===== src/rtl/div_pkg.sv =====
// Shared types and helpers for the sequential restoring divider.
package div_pkg;

  typedef enum logic [1:0] {
    IDLE,
    CALC,
    FIX
  } state_e;

  localparam int MAXW = 64;

  function automatic int cnt_width(input int w);
    return $clog2(w + 1);
  endfunction

  function automatic logic [MAXW-1:0] neg2c(
    input logic [MAXW-1:0] x
  );
    return ~x + MAXW'(1);
  endfunction

endpackage


===== src/rtl/div_step.sv =====
// One restoring-division iteration: shift in a dividend bit,
// subtract the divisor when it fits.
module div_step #(
  parameter int WIDTH = 32
) (
  input  logic [WIDTH-1:0] r_i,
  input  logic             bit_i,
  input  logic [WIDTH-1:0] d_i,
  output logic [WIDTH-1:0] r_o,
  output logic             q_o
);

  logic [WIDTH:0] t;

  always_comb begin
    t   = {r_i, bit_i};
    q_o = t >= {1'b0, d_i};
    r_o = t[WIDTH-1:0];
    if (q_o) r_o = t[WIDTH-1:0] - d_i;
  end

endmodule


===== src/rtl/seq_divider.sv =====
// Multicycle signed/unsigned restoring divider for the HI/LO unit.
// Quotient goes to low, remainder (dividend's sign) to high.
module seq_divider
  import div_pkg::*;
#(
  parameter int WIDTH     = 32,
  parameter bit SIGNED_EN = 1'b1
) (
  input  logic             clk,
  input  logic             reset,
  input  logic             div,
  input  logic             signed_op,
  input  logic [WIDTH-1:0] a,
  input  logic [WIDTH-1:0] b,
  output logic [WIDTH-1:0] high,
  output logic [WIDTH-1:0] low,
  output logic             busy,
  output logic             div_end,
  output logic             div_zero
);

  localparam int CW = cnt_width(WIDTH);

  state_e           state_q, state_d;
  logic [CW-1:0]    cnt_q, cnt_d;
  logic [WIDTH-1:0] dq_q, dq_d;
  logic [WIDTH-1:0] r_q, r_d;
  logic [WIDTH-1:0] dvs_q, dvs_d;
  logic             nq_q, nq_d;
  logic             nr_q, nr_d;
  logic [WIDTH-1:0] high_q, high_d;
  logic [WIDTH-1:0] low_q, low_d;
  logic             end_q, end_d;
  logic             zero_q, zero_d;

  logic             sa, sb;
  logic [WIDTH-1:0] a_mag, b_mag;
  logic [WIDTH-1:0] q_neg, r_neg;
  logic [WIDTH-1:0] r_nxt;
  logic             q_bit;

  // Magnitudes are unsigned WIDTH-bit, so |most-negative| fits.
  assign sa    = SIGNED_EN & signed_op & a[WIDTH-1];
  assign sb    = SIGNED_EN & signed_op & b[WIDTH-1];
  assign a_mag = sa ? WIDTH'(neg2c(MAXW'(a))) : a;
  assign b_mag = sb ? WIDTH'(neg2c(MAXW'(b))) : b;
  assign q_neg = WIDTH'(neg2c(MAXW'(dq_q)));
  assign r_neg = WIDTH'(neg2c(MAXW'(r_q)));

  div_step #(
    .WIDTH (WIDTH)
  ) u_step (
    .r_i   (r_q),
    .bit_i (dq_q[WIDTH-1]),
    .d_i   (dvs_q),
    .r_o   (r_nxt),
    .q_o   (q_bit)
  );

  always_comb begin
    state_d = state_q;
    cnt_d   = cnt_q;
    dq_d    = dq_q;
    r_d     = r_q;
    dvs_d   = dvs_q;
    nq_d    = nq_q;
    nr_d    = nr_q;
    high_d  = high_q;
    low_d   = low_q;
    end_d   = 1'b0;
    zero_d  = 1'b0;
    unique case (state_q)
      IDLE: begin
        if (div) begin
          if (b == '0) begin
            end_d  = 1'b1;
            zero_d = 1'b1;
          end else begin
            dq_d    = a_mag;
            dvs_d   = b_mag;
            r_d     = '0;
            cnt_d   = CW'(WIDTH);
            nq_d    = sa ^ sb;
            nr_d    = sa;
            state_d = CALC;
          end
        end
      end
      CALC: begin
        // Dividend shifts out MSB first; quotient shifts in at LSB.
        dq_d  = {dq_q[WIDTH-2:0], q_bit};
        r_d   = r_nxt;
        cnt_d = cnt_q - CW'(1);
        if (cnt_q == CW'(1)) state_d = FIX;
      end
      FIX: begin
        low_d   = nq_q ? q_neg : dq_q;
        high_d  = nr_q ? r_neg : r_q;
        end_d   = 1'b1;
        state_d = IDLE;
      end
      default: state_d = IDLE;
    endcase
  end

  always_ff @(posedge clk) begin
    if (reset) begin
      state_q <= IDLE;
      cnt_q   <= '0;
      dq_q    <= '0;
      r_q     <= '0;
      dvs_q   <= '0;
      nq_q    <= 1'b0;
      nr_q    <= 1'b0;
      high_q  <= '0;
      low_q   <= '0;
      end_q   <= 1'b0;
      zero_q  <= 1'b0;
    end else begin
      state_q <= state_d;
      cnt_q   <= cnt_d;
      dq_q    <= dq_d;
      r_q     <= r_d;
      dvs_q   <= dvs_d;
      nq_q    <= nq_d;
      nr_q    <= nr_d;
      high_q  <= high_d;
      low_q   <= low_d;
      end_q   <= end_d;
      zero_q  <= zero_d;
    end
  end

  assign high     = high_q;
  assign low      = low_q;
  assign busy     = state_q != IDLE;
  assign div_end  = end_q;
  assign div_zero = zero_q;

endmodule


===== config.mk =====
export PLATFORM = sky130hd
export DESIGN_NAME = seq_divider
export DESIGN_NICKNAME = d
export VERILOG_FILES = /design/src/rtl/div_pkg.sv /design/src/rtl/div_step.sv /design/src/rtl/seq_divider.sv
export SDC_FILE = /design/constraint.sdc
export NUM_CORES = 1
export LEC_CHECK = 0
export BUFFER_PORTS_ARGS = -buffer_cell sky130_fd_sc_hd__buf_2
export CAP_MARGIN = 20
export CELL_PAD_IN_SITES_DETAIL_PLACEMENT = 1
export CELL_PAD_IN_SITES_GLOBAL_PLACEMENT = 1
export CORE_MARGIN = 2
export CORE_UTILIZATION = 44
export CTS_CLUSTER_DIAMETER = 80
export DETAILED_ROUTE_END_ITERATION = 12
export PLACE_DENSITY = 0.79
export SLEW_MARGIN = 20
export SYNTH_ARGS = -nofsm -noshare
export SYNTH_HDL_FRONTEND = slang
export SYNTH_HIERARCHICAL = 1
export SYNTH_SLANG_ARGS = --single-unit

===== constraint.sdc =====
create_clock -name clk -period 3.51 [get_ports clk]
set_input_delay 0.1755 -clock clk [delete_from_list [all_inputs] [get_ports clk]]
set_output_delay 0.1755 -clock clk [all_outputs]
set_load 0.01 [all_outputs]

==> results.py <==
metrics = {
    "power_and_ir_drop": {
        "switching_share_pct": 47.46,
        "peakVddDrop_v": 0.0008288,
        "p_sw_w": 0.005393,
        "p_leak_nw": 4.962,
        "clkPwrFrac_pct": 16.9,
        "powerDensity_nw_per_um2": 872.8,
        "internal_power_w": 0.005969,
        "p_seq_share_pct": 22.2,
        "combPwrFrac_pct": 60.9,
    },
    "timing": {
        "slew_headroom_pct": 27.27,
        "hold_viol_final": 0,
        "finalSetupViolCount": 0,
        "min_period_over_period_pct": 92.59,
        "slew_viol_final": 0,
        "setup-tns-final_ns": 0,
        "period_needed_ns": 3.250,
        "fmax_ghz": 0.3077,
        "grt_setup_unrepaired": "no",
        "worst_clock_skew_ns": 0.01559,
        "holdWs_ns": 0.05526,
        "tightest_slew_ns": 1.089,
    },
    "route": {
        "dr.pass1.iters": 5,
        "drc": 0,
        "ant_nets": 0,
        "vias_per_cell": 6.134,
        "dr.first_iter.drc_count": 908,
        "totalWireLength_um": 37570,
        "vias": 11410,
        "wire_per_inst_um": 20.20,
    },
    "clock_tree": {
        "cts_tree": "yes",
        "cts_resized": 0,
        "htreeDepth": 4,
        "insertion_delay_ns": 0.44,
        "cts.sinks": 172,
        "clockRootBuffer": "clkbuf_16",
        "ctsLongestPathBuffers": 2,
        "post_cts_buffers": 0,
        "cts-buffers-inserted": 17,
        "cts.hold.buffers_added": 0,
        "clk_pin_slew_ns": 0.08,
    },
    "global_route": {
        "grt_antenna_before_repair": 0,
        "grt_max_degree": 65,
        "overflow": 0,
        "grt_pass1_wl_um": 59930,
        "grt_pass1_vias": 10923,
        "track_usage_pct": 27.52,
    },
    "layout": {
        "synthToLayoutAreaGrowth_pct": 13.61,
        "seq_area_um2": 3443,
        "mostFrequentLayoutCells": "172 x dfxtp_1, 133 x a21oi_1, 133 x buf_2, 115 x nor2_1, 95 x nand2_1",
        "num-fill-cells": 3180,
        "num_antenna_cells": 0,
        "multi_input_area_um2": 7373,
        "final_common_cell": "dfxtp_1",
        "drive_gt1_share_pct": 16.46,
        "fin_nets": 1620,
    },
    "placed_design": {
        "hpwl_um": 27780,
        "finalWeightedCongestion": 0.9295,
        "numPortBuffers": 134,
    },
    "synth": {
        "synthFlopType": "dfxtp_1",
        "synth_edf_count": 0,
        "syn_inst": 1430,
        "synth_nets": 1537,
        "syn_area_per_cell_um2": 8.013,
        "yosysWarnings": 6,
        "syn_area_um2": 11460,
        "synth_seq_cells": 172,
        "synthArstFlopShare_pct": 0,
        "ys_seq_area_share_pct": 30.05,
        "synth_cell_type_count": 75,
    },
    "floorplan": {
        "io_pins": 135,
        "start_util_pct": 44.35,
        "core.rowCount": 59,
        "die_h_um": 165.4,
        "coreArea_um2": 25840,
        "dieArea_um2": 27350,
        "dieWidth_um": 165.4,
    },
    "worst_setup_path": {
        "critPathCaptureType": "register",
        "cp.arrival_ns": 3.53,
        "cp-start-kind": "register",
        "crit_required_ns": 3.79,
        "crit_path_max_fanout": 53,
        "worstSetupPathType": "reg -> reg",
    },
    "worst_hold_path": {
        "hp-class": "in -> reg",
    },
    "flow_run": {
        "cap_viol_max_count": 0,
    },
    "outcome": {
        "status": "completed",
    },
}
-- stage by stage --
step	power, W	util, %	area [µm²]	std cells	setup WS, ns
2_1_floorplan	0.007616	-	11460	1430	0.7240
3_3_place_gp	0.009136	48.13	12430	1829	0.3881
3_5_place_dp	0.009307	48.14	12440	1829	0.2981
4_1_cts	0.01126	50.38	13020	1860	0.2750
5_1_grt	0.01217	50.38	13020	1860	0.02152
6_report	0.01136	50.38	13020	1860	0.2603
-- Yosys cell counts, types with 14 or more instances --
library cell	instances	share of area (%)
buf_2	18	0.79
a31oi_1	21	1.1
clkbuf_1	81	2.7
xor2_1	76	5.8
or2_2	14	0.76
or3_1	26	1.4
ha_1	38	4.1
nand4_1	16	0.87
a21o_1	15	0.98
inv_1	60	2.0
a21oi_1	133	5.8
o211ai_1	76	5.0
nand2_1	96	3.1
o41ai_1	19	1.5
nor2_1	118	3.9
a211oi_1	87	5.7
or4_1	21	1.4
dfxtp_1	172	30
xnor2_1	64	4.9
o31ai_1	32	2.1
nor3_1	25	1.1
nand3_1	22	0.96
o21ai_0	42	1.8
-- registers in the layout (all words and copies together), names as in the netlist --
| register | cells |
|---|---|
| div_zero | 1 |
| div_end | 1 |
| cnt_q | 6 |
| nq_q | 1 |
| state_q | 2 |
| dq_q | 32 |
| low | 32 |
| dvs_q | 32 |
| high | 32 |
| r_q | 32 |
| nr_q | 1 |
-- power by group through the flow --
| stage | Sequential, W | Clock (W) | Combinational (W) |
|---|---|---|---|
| global placement | 0.00254 | 0 | 0.00660 |
| detailed placement | 0.00256 | 0 | 0.00675 |
| global route | 0.00255 | 0.00201 | 0.00760 |
| finish | 0.00252 | 0.00192 | 0.00692 |
| CTS | 0.00251 | 0.00195 | 0.00680 |
| floorplan | 0.00249 | 0 | 0.00512 |
-- layer usage --
metal | global-route usage (%) | up-vias | part of all wire, % | routed length, µm
li1 | - | 5485 | - | -
met1 | 42.02 | 5522 | 50 | 18860
met2 | 41.12 | 363 | 43 | 16080
met3 | 3.422 | 40 | 5.8 | 2161
met4 | 6.074 | 0 | 1.2 | 465
met5 | 0 | - | 0 | 0
-- kinds of logic (layout without fill, tap and decap cells) --
kind of cell               after synthesis  in the layout  share of synthesized area [%]
DFF                                    172            172                          30.05
adders and majority gates               39             39                          4.324
buffers and inverters                  167            262                          5.929
and+or+nand+nor                        397            397                          17.45
muxes                                   16             16                          1.540
AOI/OAI and AO/OA                      499            499                          30.01
xor gates and xnor gates               140            140                          10.70
-- cell type report --
cell class	count	area share [%]
clock inverter	12	1.057
multi-input combinational	1091	56.64
timing repair buffer	171	7.497
inverter	60	1.730
sequential	172	26.45
clock buffer	19	3.403
tap	335	3.220
-- worst paths after layout --
check,from,slack [ns],cells after the start,endpoint
setup / recovery,r_q[0],0.26,12,r_q[12]
hold / removal,b[31],0.06,3,dvs_q[31]
setup reg to reg,r_q[0],0.26,12,r_q[12]
hold reg to reg,high[0],0.48,2,high[0]
-- critical path, stage by stage (launching register included) --
cell and delay, ns:
dfxtp_1 0.31, buf_4 0.16, ha_1 0.31, nor2b_1 0.15
o31a_1 0.28, o2111ai_1 0.30, nand3_1 0.22, a221oi_2 0.52
o41ai_4 0.15, buf_12 0.21, mux2_1 0.33, nand2_1 0.06
a21oi_1 0.07
Note: power is estimated with default switching activity, not from simulation.
